[src/rtl/hh_fixed_pkg.sv]
// Fixed-point formats, HH constants and shared types for the membrane and gate blocks.
package hh_fixed_pkg;

  localparam int unsigned V_W      = 16;  // signed Q8.8 mV
  localparam int unsigned G_W      = 16;  // unsigned Q0.16 gating
  localparam int unsigned I_W      = 24;  // signed Q16.8 uA/cm^2
  localparam int unsigned DT_SHIFT = 6;   // dt/C = 2^-6

  localparam int unsigned OP_W   = 18;    // multiplier operand width
  localparam int unsigned PROD_W = 36;    // full product width
  localparam int unsigned DIFF_W = 17;    // V - E difference width
  localparam int unsigned SUM_W  = 27;    // current summation headroom
  localparam int unsigned UPD_W  = 25;    // V + dV headroom before clamp
  localparam int unsigned CNT_W  = 4;     // MUL step counter width

  localparam int unsigned SH_HI = 16;
  localparam int unsigned SH_LO = 8;

  // Conductances, Q8.8 mS/cm^2
  localparam logic signed [V_W-1:0] G_NA = 16'sd30720;
  localparam logic signed [V_W-1:0] G_K  = 16'sd9216;
  localparam logic signed [V_W-1:0] G_L  = 16'sd77;

  // Reversal potentials and membrane limits, Q8.8 mV
  localparam logic signed [V_W-1:0] E_NA     =  16'sd12800;
  localparam logic signed [V_W-1:0] E_K      = -16'sd19712;
  localparam logic signed [V_W-1:0] E_L      = -16'sd13923;
  localparam logic signed [V_W-1:0] V_REST   = -16'sd16640;
  localparam logic signed [V_W-1:0] V_MIN    = -16'sd25600;
  localparam logic signed [V_W-1:0] V_MAX    =  16'sd15360;
  localparam logic signed [V_W-1:0] SPIKE_TH =  16'sd0;

  localparam logic signed [I_W-1:0] I_MAX = {1'b0, {(I_W-1){1'b1}}};
  localparam logic signed [I_W-1:0] I_MIN = {1'b1, {(I_W-1){1'b0}}};

  // MUL schedule landmarks
  localparam logic [CNT_W-1:0] STEP_NA_CAP = 4'd5;   // I_Na product visible
  localparam logic [CNT_W-1:0] STEP_K_CAP  = 4'd10;  // I_K product visible
  localparam logic [CNT_W-1:0] STEP_LAST   = 4'd11;  // drain slot, I_L visible

  typedef enum logic [1:0] {
    ST_IDLE = 2'd0,
    ST_MUL  = 2'd1,
    ST_SUM  = 2'd2,
    ST_UPD  = 2'd3
  } hh_state_e;

  typedef enum logic {
    SH_8  = 1'b0,
    SH_16 = 1'b1
  } mul_shift_e;

  typedef struct packed {
    logic [G_W-1:0]        m;
    logic [G_W-1:0]        h;
    logic [G_W-1:0]        n;
    logic signed [I_W-1:0] i_ext;
  } hh_gate_in_t;

  // Clamp a wide current sum into the I_W signed range.
  function automatic logic signed [I_W-1:0] sat_i(input logic signed [SUM_W-1:0] x);
    if (x > SUM_W'(I_MAX))      sat_i = I_MAX;
    else if (x < SUM_W'(I_MIN)) sat_i = I_MIN;
    else                        sat_i = I_W'(x);
  endfunction

endpackage

[src/rtl/hh_membrane_update_mul.sv]
// Signed 18x18 multiplier with registered, arithmetically shifted result.
module hh_fx_mul
  import hh_fixed_pkg::*;
(
  input  logic                   clk,
  input  logic                   reset,
  input  logic signed [OP_W-1:0] a,
  input  logic signed [OP_W-1:0] b,
  input  mul_shift_e             sh,
  output logic signed [I_W-1:0]  p
);

  logic signed [PROD_W-1:0] prod_c;

  // Full-width product; both operands sign-extended first.
  always_comb begin
    prod_c = PROD_W'(a) * PROD_W'(b);
  end

  // Register the truncated result so a chained product is ready next cycle.
  always_ff @(posedge clk or negedge reset) begin
    if (!reset) begin
      p <= '0;
    end else begin
      p <= I_W'((sh == SH_16) ? (prod_c >>> SH_HI) : (prod_c >>> SH_LO));
    end
  end

endmodule

[src/rtl/hh_membrane_update.sv]
// Forward-Euler HH membrane integrator on a single time-shared multiplier.
module hh_membrane_update
  import hh_fixed_pkg::*;
(
  input  logic                  clk,
  input  logic                  reset,
  input  logic                  in_valid,
  output logic                  in_ready,
  input  logic [G_W-1:0]        m_in,
  input  logic [G_W-1:0]        h_in,
  input  logic [G_W-1:0]        n_in,
  input  logic signed [I_W-1:0] i_ext,
  output logic signed [V_W-1:0] v_out,
  output logic                  v_valid,
  output logic                  spike
);

  hh_state_e             state_q, state_d;
  logic [CNT_W-1:0]      cnt_q, cnt_d;
  logic                  in_ready_q, in_ready_d;
  logic                  v_valid_q, v_valid_d;
  logic                  spike_q, spike_d;
  logic                  accept;

  hh_gate_in_t           gate_q;
  logic signed [V_W-1:0] v_q, v_snap_q;
  logic signed [I_W-1:0] i_na_q, i_k_q, i_l_q, i_tot_q;

  logic signed [OP_W-1:0]   mul_a, mul_b;
  mul_shift_e               mul_sh;
  logic signed [I_W-1:0]    mul_p;
  logic signed [DIFF_W-1:0] d_na_c, d_k_c, d_l_c;
  logic signed [SUM_W-1:0]  sum_c;
  logic signed [I_W-1:0]    dv_c;
  logic signed [UPD_W-1:0]  v_sum_c;
  logic signed [V_W-1:0]    v_next_c;

  assign accept   = in_valid && in_ready_q;
  assign in_ready = in_ready_q;
  assign v_out    = v_q;
  assign v_valid  = v_valid_q;
  assign spike    = spike_q;

  // State, step counter and registered handshake/status outputs.
  always_ff @(posedge clk or negedge reset) begin
    if (!reset) begin
      state_q    <= ST_IDLE;
      cnt_q      <= '0;
      in_ready_q <= 1'b1;
      v_valid_q  <= 1'b0;
      spike_q    <= 1'b0;
    end else begin
      state_q    <= state_d;
      cnt_q      <= cnt_d;
      in_ready_q <= in_ready_d;
      v_valid_q  <= v_valid_d;
      spike_q    <= spike_d;
    end
  end

  // Next-state and next-output logic.
  always_comb begin
    state_d   = state_q;
    cnt_d     = cnt_q;
    v_valid_d = 1'b0;
    spike_d   = 1'b0;
    unique case (state_q)
      ST_IDLE: begin
        if (accept) begin
          state_d = ST_MUL;
          cnt_d   = '0;
        end
      end
      ST_MUL: begin
        if (cnt_q == STEP_LAST) state_d = ST_SUM;
        else                    cnt_d   = cnt_q + CNT_W'(1);
      end
      ST_SUM: state_d = ST_UPD;
      ST_UPD: begin
        state_d   = ST_IDLE;
        v_valid_d = 1'b1;
        spike_d   = (v_snap_q < SPIKE_TH) && (v_next_c >= SPIKE_TH);
      end
      default: state_d = ST_IDLE;
    endcase
    in_ready_d = (state_d == ST_IDLE);
  end

  // Driving-force differences, kept wide enough that they never wrap.
  always_comb begin
    d_na_c = DIFF_W'(v_snap_q) - DIFF_W'(E_NA);
    d_k_c  = DIFF_W'(v_snap_q) - DIFF_W'(E_K);
    d_l_c  = DIFF_W'(v_snap_q) - DIFF_W'(E_L);
  end

  // Multiplier operand schedule: m^3*h*gNa*(V-ENA), n^4*gK*(V-EK), gL*(V-EL).
  always_comb begin
    mul_a  = '0;
    mul_b  = '0;
    mul_sh = SH_16;
    if (state_q == ST_MUL) begin
      unique case (cnt_q)
        4'd0:    begin mul_a = OP_W'(gate_q.m);  mul_b = OP_W'(gate_q.m); end
        4'd1:    begin mul_a = OP_W'(mul_p);     mul_b = OP_W'(gate_q.m); end
        4'd2:    begin mul_a = OP_W'(mul_p);     mul_b = OP_W'(gate_q.h); end
        4'd3:    begin mul_a = OP_W'(mul_p);     mul_b = OP_W'(G_NA);     end
        4'd4:    begin mul_a = OP_W'(mul_p);     mul_b = OP_W'(d_na_c);   mul_sh = SH_8; end
        4'd5:    begin mul_a = OP_W'(gate_q.n);  mul_b = OP_W'(gate_q.n); end
        4'd6:    begin mul_a = OP_W'(mul_p);     mul_b = OP_W'(gate_q.n); end
        4'd7:    begin mul_a = OP_W'(mul_p);     mul_b = OP_W'(gate_q.n); end
        4'd8:    begin mul_a = OP_W'(mul_p);     mul_b = OP_W'(G_K);      end
        4'd9:    begin mul_a = OP_W'(mul_p);     mul_b = OP_W'(d_k_c);    mul_sh = SH_8; end
        4'd10:   begin mul_a = OP_W'(G_L);       mul_b = OP_W'(d_l_c);    mul_sh = SH_8; end
        default: begin mul_a = '0;               mul_b = '0;              end
      endcase
    end
  end

  hh_fx_mul u_mul (
    .clk   (clk),
    .reset (reset),
    .a     (mul_a),
    .b     (mul_b),
    .sh    (mul_sh),
    .p     (mul_p)
  );

  // Total current and the clamped Euler update.
  always_comb begin
    sum_c   = SUM_W'(gate_q.i_ext) - SUM_W'(i_na_q) - SUM_W'(i_k_q) - SUM_W'(i_l_q);
    dv_c    = i_tot_q >>> DT_SHIFT;
    v_sum_c = UPD_W'(v_snap_q) + UPD_W'(dv_c);
    if (v_sum_c > UPD_W'(V_MAX))      v_next_c = V_MAX;
    else if (v_sum_c < UPD_W'(V_MIN)) v_next_c = V_MIN;
    else                              v_next_c = V_W'(v_sum_c);
  end

  // Sample capture, current captures and membrane potential register.
  always_ff @(posedge clk or negedge reset) begin
    if (!reset) begin
      gate_q   <= '0;
      v_snap_q <= V_REST;
      i_na_q   <= '0;
      i_k_q    <= '0;
      i_l_q    <= '0;
      i_tot_q  <= '0;
      v_q      <= V_REST;
    end else begin
      if (accept) begin
        gate_q   <= '{m: m_in, h: h_in, n: n_in, i_ext: i_ext};
        v_snap_q <= v_q;
      end
      if (state_q == ST_MUL) begin
        if (cnt_q == STEP_NA_CAP) i_na_q <= mul_p;
        if (cnt_q == STEP_K_CAP)  i_k_q  <= mul_p;
        if (cnt_q == STEP_LAST)   i_l_q  <= mul_p;
      end
      if (state_q == ST_SUM) i_tot_q <= sat_i(sum_c);
      if (state_q == ST_UPD) v_q     <= v_next_c;
    end
  end

endmodule

[config.mk]
export PLATFORM = sky130hd
export DESIGN_NAME = hh_membrane_update
export DESIGN_NICKNAME = d
export VERILOG_FILES = /design/src/rtl/hh_fixed_pkg.sv /design/src/rtl/hh_membrane_update_mul.sv /design/src/rtl/hh_membrane_update.sv
export SDC_FILE = /design/constraint.sdc
export NUM_CORES = 1
export LEC_CHECK = 0
export ABC_AREA = 0
export BUFFER_PORTS_ARGS = -buffer_cell sky130_fd_sc_hd__buf_2
export CORE_MARGIN = 2
export CORE_UTILIZATION = 35
export DETAILED_ROUTE_END_ITERATION = 10
export SLEW_MARGIN = 0
export SYNTH_ARGS = -nofsm -noshare
export SYNTH_HDL_FRONTEND = slang
export SYNTH_SLANG_ARGS = --single-unit
[constraint.sdc]
create_clock -name clk -period 23.2 [get_ports clk]
set_input_delay 0 -clock clk [delete_from_list [all_inputs] [get_ports clk]]
set_output_delay 0 -clock clk [all_outputs]
set_load 0.02 [all_outputs]
Word-level counts from Yosys, hierarchy flattened:

Index checks and enable logic that the tools add are counted.

* bits in registers: 233

* mux-type cells: 19
* magnitude comparators: 6
* add/subtract/negate cells: 8
* equal/unequal tests: 16
* multiply operators: 1
* reduce and logical (&&, ||, !) cells: 14

Operator list (count)
* $pmux 18 s8: 1
* $mux 24: 3
* $pmux 18 s4: 1
* $mul 18x18->36: 1
* $mux 18: 2
* $sub 16x15->17 const B: 2
* $mux 16: 2
* $gt 27x24->1 const B: 1
* $lt 27x24->1 const B: 1
* $sub 26x24->27: 1
* $sub 25x24->26: 1
* $sub 24x24->25: 1
* $add 16x18->19: 1
* $gt 19x15->1 const B: 1
* $lt 19x16->1 const B: 1
* $sub 16x16->17 const B: 1
* $eq 4x3->1 const B: 4
* $eq 4x4->1 const B: 4
* $ge 16x1->1 const B: 1
* $lt 16x1->1 const B: 1
* $eq 4x2->1 const B: 2
* $mux 4: 2
* $pmux 2 s4: 1
* $pmux 4 s2: 1
* 16 further kinds: 27

Depth between registers and ports, before layout:

Gate-level depths: netlist of the first run.

* depth in word-level cells: 7
* gate-level depth with buffers: 37
* gate-level depth less buffers: 34

By module:

Synthesis of the first run repeated with hierarchy kept, for this count alone.

* cell total of the unflattened synthesis: 2818
* area total of the unflattened synthesis: 25740.9 µm²

By module, submodules not included
* hh_fx_mul: area an instance 12889.9 µm², instances 1, seq. area each 600.6 µm², cells an instance 1418
* hh_membrane_update: area an instance 12851.1 µm², instances 1, seq. area each 5098.6 µm², cells an instance 1400

Least setup slack after synthesis of the first run:

No wires, ideal clock.

* path type: register -> register
* start point: register v_snap_q[1]
* end point: register u_mul.p[19]
* arrival: 7.742 ns
* required time: 23.122 ns
* stages on the path, launching flop included: 35
* buffers on the path: 3
* path slack: 15.379 ns
* library setup time: 0.078 ns
* cells stage by stage: dfrtp_1 > inv_1 > ha_1 > and4b_1 > o31a_1 > a21o_1 > o21a_1 > o41ai_1 > o21ai_0 > and3_1 > clkbuf_1 > nor2_1 > buf_2 > nand2_1 > fa_1 > inv_1 > fa_1 > fa_1 > fa_1 > fa_1 > inv_1 > fa_1 > inv_1 > ha_1 > clkbuf_1 > a21o_1 > a21o_1 > a21oi_1 > o31a_1 > o21ai_0 > a21o_1 > a31o_1 > a2111o_1 > o21ai_2 > o21bai_1

* cells in the longest elaborated chain, start to end: 5
* elaborated cells between the ends (all ways): 7
* classes of those cells: add/sub (3); mul (1); mux (3)

Ends and longest elaborated chain
* from (decl): RTL line hh_membrane_update.sv:26 `logic signed [V_W-1:0] v_q, v_snap_q;`
* from (signal assigned): RTL line hh_membrane_update.sv:151 `v_snap_q <= v_q;`
* $sub 16x15->17, or another cell as far along: RTL line hh_membrane_update.sv:93 `d_l_c = DIFF_W'(v_snap_q) - DIFF_W'(E_L);`
* $pmux 18 s8 *: RTL line hh_membrane_update.sv:102 `unique case (cnt_q)`
* $mux 18 *: RTL line hh_membrane_update.sv:101 `if (state_q == ST_MUL) begin`
* $mul 18x18->36 *: RTL line hh_membrane_update_mul.sv:17 `prod_c = PROD_W'(a) * PROD_W'(b);`
* $mux 24 *: RTL line hh_membrane_update_mul.sv:25 `p <= I_W'((sh == SH_16) ? (prod_c >>> SH_HI) : (prod_c >>> SH_LO));`
* to (signal assigned): RTL line hh_membrane_update_mul.sv:25
* to (decl): RTL line hh_membrane_update_mul.sv:10 `output logic signed [I_W-1:0] p`

Mark *: on every way between the ends. The rest lies on a longest branch, timed or not.
A chain may end at the register's enable or synchronous reset.

Worst setup path after layout of the first run:

Ends and elaborated chain as after synthesis.

==> reports/qor.csv, run 1 <==
stage,metric,value,unit
setup_path,cp_num_buf_inv,4,
clock_network,cts.sinks,227,
global_routing,first_global_vias,20000,
timing,setup_ws,14.17,ns
yosys,synth_seq_cells,227,
global_routing,grt_pass1_wl,117000,um
setup_path,critPathMostFrequentCell,fa_1,
global_routing,grt_max_degree,80,
yosys,synth_edf_count,0,
floorplanning,initial_core_util,35.4,%
timing,fin_crit,9.03,ns
timing,fin_setup_tns,0,ns
placement,place_area,26900,sq um
clock_network,root_buffer,clkbuf_16,
yosys,synthTopCellsByArea,"fa_1 30%, dfrtp_1 21%, inv_1 7.2%",
timing,rsz0062_at_grt,false,
timing,fmax,111,MHz
timing,period_share,38.9,%
setup_path,cp_top_family,adder cells,
floorplanning,rows,98,
routing,num_vias,19700,
timing,skew,0.0202,ns
setup_path,r2r_slack,14.17,ns
routing,routed_wl,73900,um
routing,vias_per_cell,5.15,
routing,first_pass_iters,9,
layout,nets,3441,
clock_network,cts_setup_buffers,0,
global_routing,antenna_found_initial,1,
floorplanning,fp.coreArea,71600,sq um
placement,port-buffer-count,93,
yosys,ys_top_cells_by_count,"486 x inv_1, 410 x nand2_1, 379 x fa_1",
timing,holdWs,0.00105,ns
yosys,ys_types,92,
setup_path,start_kind,flip-flop,
yosys,synth_top_area_share,29.9,%
placement,finalWeightedCongestion,0.944,
timing,drv_slew,0,
setup_path,r2r_end,u_mul.p[19],
global_routing,gr-total-overflow,0,
timing,worstMarginPinSlew,1.23,ns
yosys,yosysWarnings,0,
yosys,yosys.area.top_type,fa_1,
clock_network,cts_htree_levels,1,
timing,slew_headroom,17.9,%
clock_network,clkTransAtPathRegs,0.07,ns
yosys,syn-cell-area,25300,sq um
timing,setup_viol,0,
placement,post-place-ws,14.28,ns
worst_hold_path,hold_path_class,input pin to async pin,
layout,stdcell_area,28500,sq um
layout,syn_to_final_growth,12.4,%
clock_network,numCtsBuffers,25,
yosys,yosysMostFrequentCell,inv_1,
floorplanning,dieHeight,273,um
setup_path,critPathKind,flip-flop to flip-flop,
routing,drt-initial-drc-count,1812,
floorplanning,io_pins,94,
floorplanning,die_w,273,um
setup_path,cpPeakStageDelay,0.69,ns
setup_path,worstPathArrival,9.52,ns
clock_network,clockBufferDepth,3,
setup_path,cp.required,23.69,ns
timing,hold_viol_final,0,
setup_path,r2r_start,v_snap_q[1],
setup_path,cp_slowest_cell,clkinv_1,
clock_network,tritoncts,yes,
clock_network,clkLatencyLatePin,0.58,ns
global_routing,grtUsageTotal,20.2,%
routing,drc,0,
setup_path,worstSetupEndpointType,flip-flop,
yosys,async_flop_share,100,%
setup_path,r2r_cells,29,
run_status,status,"complete, no violations",
layout,diodes,0,
placement,dp.final_hpwl,57900,um
routing,drtAntennaViolNets,0,
layout,drive_gt1_share,11.3,%
yosys,synthCells,2723,
yosys,syn-num-nets,3319,
yosys,syn_avg_cell_area,9.30,sq um
setup_path,crit_fanout,27,
job,max_cap_viol_count,0,
floorplanning,dieArea,74600,sq um
yosys,synth-seq-area-share,22.5,%
routing,detail_route.wl_per_cell,19.4,um
yosys,synthFlopType,dfrtp_1,
==> worst register-to-register path, delay by kind of cell (launching register included) <==
kind	cells	cell delay (ns)
AOI/OAI and AO/OA	10	2.34
adders and majority gates	8	3.43
buffers and inverters	4	0.88
DFF	1	0.47
and+or+nand+nor	7	1.84
==> logic make-up (layout without fill, tap and decap cells) <==
group	Yosys count	count (layout)	share of synthesized area, %
DFF	227	227	22.5
adders and majority gates	521	521	37.0
and+or+nand+nor	752	752	12.7
muxes	90	90	3.98
xor gates and xnor gates	79	79	2.73
AOI/OAI and AO/OA	452	452	12.1
buffers and inverters	602	743	9.11
==> metrics by stage <==
stage	util (%)	std cells
2_1_floorplan	-	2723
3_3_place_gp	37.6	3695
3_5_place_dp	37.6	3695
4_1_cts	39.8	3814
5_1_grt	39.8	3814
6_report	39.8	3814
==> worst max path at each step <==
| stage | to | cells after the start | slack (ns) | start |
|---|---|---|---|---|
| floorplan | u_mul.p[19] | 34 | 15.38 | v_snap_q[1] |
| global placement | u_mul.p[22] | 24 | 14.31 | cnt_q[2] |
| detailed placement | u_mul.p[23] | 29 | 14.28 | v_snap_q[1] |
| CTS | u_mul.p[19] | 29 | 14.25 | v_snap_q[1] |
| global route | u_mul.p[23] | 29 | 13.51 | v_snap_q[1] |
| finish | u_mul.p[19] | 29 | 14.17 | v_snap_q[1] |
==> cell usage in the layout, fill, tap and decap left out, types with 25 or more instances in the layout <==
cell type and count:
nor2_1 169, nor3_1 45, a21o_1 45, buf_2 92, nand2_1 410, buf_4 44, a21oi_1 98, o21ai_0 130
dfrtp_1 212, mux2_2 86, xnor2_1 53, fa_1 379, xor2_1 26, ha_1 142, inv_1 486, nand3_1 28
dlygate4sd3_1 73, clkbuf_16 25
==> repair_timing <==
action	4_1_cts	5_1_grt
hold buffers	73	0
resized for setup	0	0
hold endpoints to repair	149	0
==> layout make-up <==
type                    count  area (sq um)
multi-input cells        1894         17400
flip-flops and latches    227          5700
fillers                  7134         43100
well taps                 950          1190
clock inverters            12           138
repair buffers            210          1540
inverters                 487          1830
clock buffers              34           699
==> sequential cells by signal, summed over array words and instances, names as in the netlist <==
signal,count
state_q,2
gate_q,72
v_out,16
i_k_q,24
u_mul.p,24
in_ready,1
spike,1
i_na_q,24
cnt_q,4
i_tot_q,18
v_snap_q,16
i_l_q,24
v_valid,1
==> routing by layer <==
metal / GRT usage [%] / vias to the layer above / routed length [um]
met5: 0 / - / 0
met4: 5.65 / 0 / 2270
met3: 2.53 / 122 / 5080
met2: 33.3 / 722 / 34700
met1: 27.9 / 9889 / 31800
li1: - / 8925 / -
Power of run 1 is left out: the tool's default activity adds up to more than one toggle a clock period on the data nets, which glitch-free logic cannot reach.
==> inputs of run 2 (changes only) <==
--- a/config.mk
+++ b/config.mk
@@ -5,7 +5,7 @@
 export SDC_FILE = /design/constraint.sdc
 export NUM_CORES = 1
 export LEC_CHECK = 0
-export ABC_AREA = 0
+export ABC_AREA = 1
 export BUFFER_PORTS_ARGS = -buffer_cell sky130_fd_sc_hd__buf_2
 export CORE_MARGIN = 2
 export CORE_UTILIZATION = 35
==> constraint.sdc (replaced) <==
create_clock -name clk -period 8.9 [get_ports clk]
set_input_delay 0 -clock clk [delete_from_list [all_inputs] [get_ports clk]]
set_output_delay 0 -clock clk [all_outputs]
set_load 0.02 [all_outputs]
==> reports/qor.csv, run 2 <==
stage,metric,value,unit
run_status,status,"complete, no violations",
placement,finalWeightedCongestion,0.990,
floorplanning,io_pins,94,
global_routing,first_global_vias,21800,
global_routing,grtUsageTotal,21.3,%
timing,holdWs,0.0364,ns
yosys,syn_avg_cell_area,8.28,sq um
yosys,synthCells,3152,
yosys,synth_seq_cells,227,
yosys,yosysWarnings,0,
layout,nets,3896,
yosys,syn-num-nets,3748,
clock_network,clkTransAtPathRegs,0.06,ns
clock_network,cts_htree_levels,1,
worst_hold_path,hold_path_class,input pin to async pin,
floorplanning,dieArea,76800,sq um
global_routing,use_met3,3.27,%
placement,dp.final_hpwl,65800,um
layout,final_common_cell,inv_1,
yosys,synth_edf_count,0,
setup_path,cp.required,9.35,ns
setup_path,r2r_slack,0.56,ns
routing,num_vias,21200,
timing,fmax,120,MHz
yosys,synth-simple-area-share,18.6,%
yosys,synthFlopType,dfrtp_1,
setup_path,r2r_start,cnt_q[0],
routing,first_pass_iters,6,
layout,final_cell_mix,"637 x inv_1, 624 x nand2_1, 379 x fa_1",
yosys,async_flop_share,100,%
layout,diodes,0,
yosys,ys_top_cells_by_count,"638 x inv_1, 626 x nand2_1, 379 x fa_1",
setup_path,critPathKind,flip-flop to flip-flop,
global_routing,gr-total-overflow,0,
yosys,synthMuxAreaShare,2.72,%
timing,setup_viol,0,
routing,detail_route.wl_per_cell,18.8,um
setup_path,start_kind,flip-flop,
routing,routed_wl,80600,um
job,max_cap_viol_count,0,
global_routing,busiest_layer,met2,
layout,largest_register_ffs,72,
yosys,ys_types,61,
timing,hold_viol_final,0,
global_routing,antenna_found_initial,0,
global_routing,grt_max_degree,92,
setup_path,r2r_cells,31,
setup_path,cpPeakStageDelay,0.80,ns
yosys,synth_xor_area_share,1.95,%
global_routing,met2_usage,33.3,%
yosys,synth_top_area_share,29.1,%
floorplanning,dieHeight,277,um
placement,port-buffer-count,93,
clock_network,cts_setup_buffers,0,
yosys,synth-compound-area-share,8.05,%
routing,drtAntennaViolNets,0,
layout,syn_to_final_growth,12.4,%
floorplanning,die_w,277,um
placement,place_area,27700,sq um
routing,drc,0,
timing,skew,0.0306,ns
yosys,synthAdderAreaFrac,35.9,%
floorplanning,rows,100,
clock_network,cts.sinks,227,
timing,rsz0062_at_grt,false,
clock_network,tritoncts,yes,
layout,final_cell_count_no_fill,4287,
setup_path,cp_slowest_cell,fa_1,
clock_network,root_buffer,clkbuf_16,
timing,worstMarginPinSlew,0.978,ns
floorplanning,initial_core_util,35.2,%
setup_path,worstPathArrival,8.80,ns
layout,drive_gt1_share,9.61,%
yosys,yosysMostFrequentCell,inv_1,
clock_network,numCtsBuffers,25,
setup_path,crit_fanout,11,
yosys,yosys.area.top_type,fa_1,
routing,vias_per_cell,4.95,
yosys,synth-seq-area-share,21.8,%
floorplanning,fp.coreArea,74100,sq um
setup_path,r2r_end,u_mul.p[21],
routing,drt-initial-drc-count,1821,
yosys,synth_top_family_by_area,adder cells,
placement,dp_cells,4169,
setup_path,worstSetupEndpointType,flip-flop,
yosys,syn-cell-area,26100,sq um
layout,n_fill_cell,7594,
yosys,synthTopCellsByArea,"fa_1 29%, dfrtp_1 20%, inv_1 9.2%",
timing,period_share,93.8,%
global_routing,grt_pass1_wl,128000,um
global_routing,use_met1,31.1,%
layout,regMostFlops,gate_q,
timing,drv_slew,0,
clock_network,clockBufferDepth,3,
timing,slew_headroom,34.7,%
timing,fin_setup_tns,0,ns
layout,stdcell_area,29300,sq um
clock_network,clkLatencyLatePin,0.57,ns
timing,fin_crit,8.34,ns
-- run 2: changes by cell type in the layout (fill, tap and decap cells not counted), moves of 12 or more --
cell / previous run / this run
a21o_1: 45 / 6
and2_1: 22 / 0
inv_1: 486 / 637
xnor2_1: 53 / 20
a22o_1: 16 / 0
xor2_1: 26 / 38
mux2_2: 86 / 63
a222oi_1: 12 / 0
nor3_1: 45 / 28
nand3_1: 28 / 149
nand2_1: 410 / 624
nor2_1: 169 / 301
a21oi_1: 98 / 146
nand2_2: 0 / 21
-- run 2: per-stage QoR --
step	util, %	worst slack (ns)
after global routing	39.6	0.0874
after floorplan	-	1.94
after global placement	37.4	0.468
after detailed placement	37.4	0.378
final	39.6	0.556
after CTS	39.6	0.404
-- run 2: area by class of cell --
| cell class | count | area (sq um) | area share, % |
|---|---|---|---|
| sequential | 227 | 5700 | 19.4 |
| timing repair buffer | 210 | 1540 | 5.24 |
| clock buffer | 33 | 706 | 2.41 |
| tap | 969 | 1210 | 4.13 |
| multi-input combinational | 2187 | 17600 | 60.0 |
| inverter | 649 | 2440 | 8.33 |
| clock inverter | 12 | 148 | 0.503 |
-- run 2: routing by layer --
layer	up-vias	part of all wire (%)
li1	9970	-
met1	10500	47
met2	615	44
met3	100	6.3
met4	0	2.3
met5	-	0
-- run 2: worst max-delay path: cells and delay by family (launching register included) --
kind	cells	cell delay (ns)
and+or+nand+nor	10	0.96
buffers and inverters	7	1.23
adders and majority gates	8	4.19
AOI/OAI and AO/OA	6	1.47
DFF	1	0.41
-- run 2: worst max path at each step --
stage | start | to | slack, ns
CTS | cnt_q[0] | u_mul.p[21] | 0.40
global route | cnt_q[2] | u_mul.p[21] | 0.09
detailed placement | cnt_q[0] | u_mul.p[21] | 0.38
finish | cnt_q[0] | u_mul.p[21] | 0.56
global placement | cnt_q[0] | u_mul.p[22] | 0.47
floorplan | v_snap_q[1] | u_mul.p[19] | 1.94
-- run 2: logic make-up after synthesis --
kind of cell	after synthesis
adders and majority gates	521
buffers and inverters	738
xor gates and xnor gates	58
DFF	227
muxes	63
and+or+nand+nor	1176
AOI/OAI and AO/OA	369
-- run 2: timing repair --
| item | CTS | global route |
|---|---|---|
| hold buffers | 73 | 0 |
| endpoints found under the hold margin | 161 | 0 |
| gates resized for setup | 0 | 5 |
| endpoints found under the setup margin | 0 | 5 |
Power of run 2 is left out for the same reason.
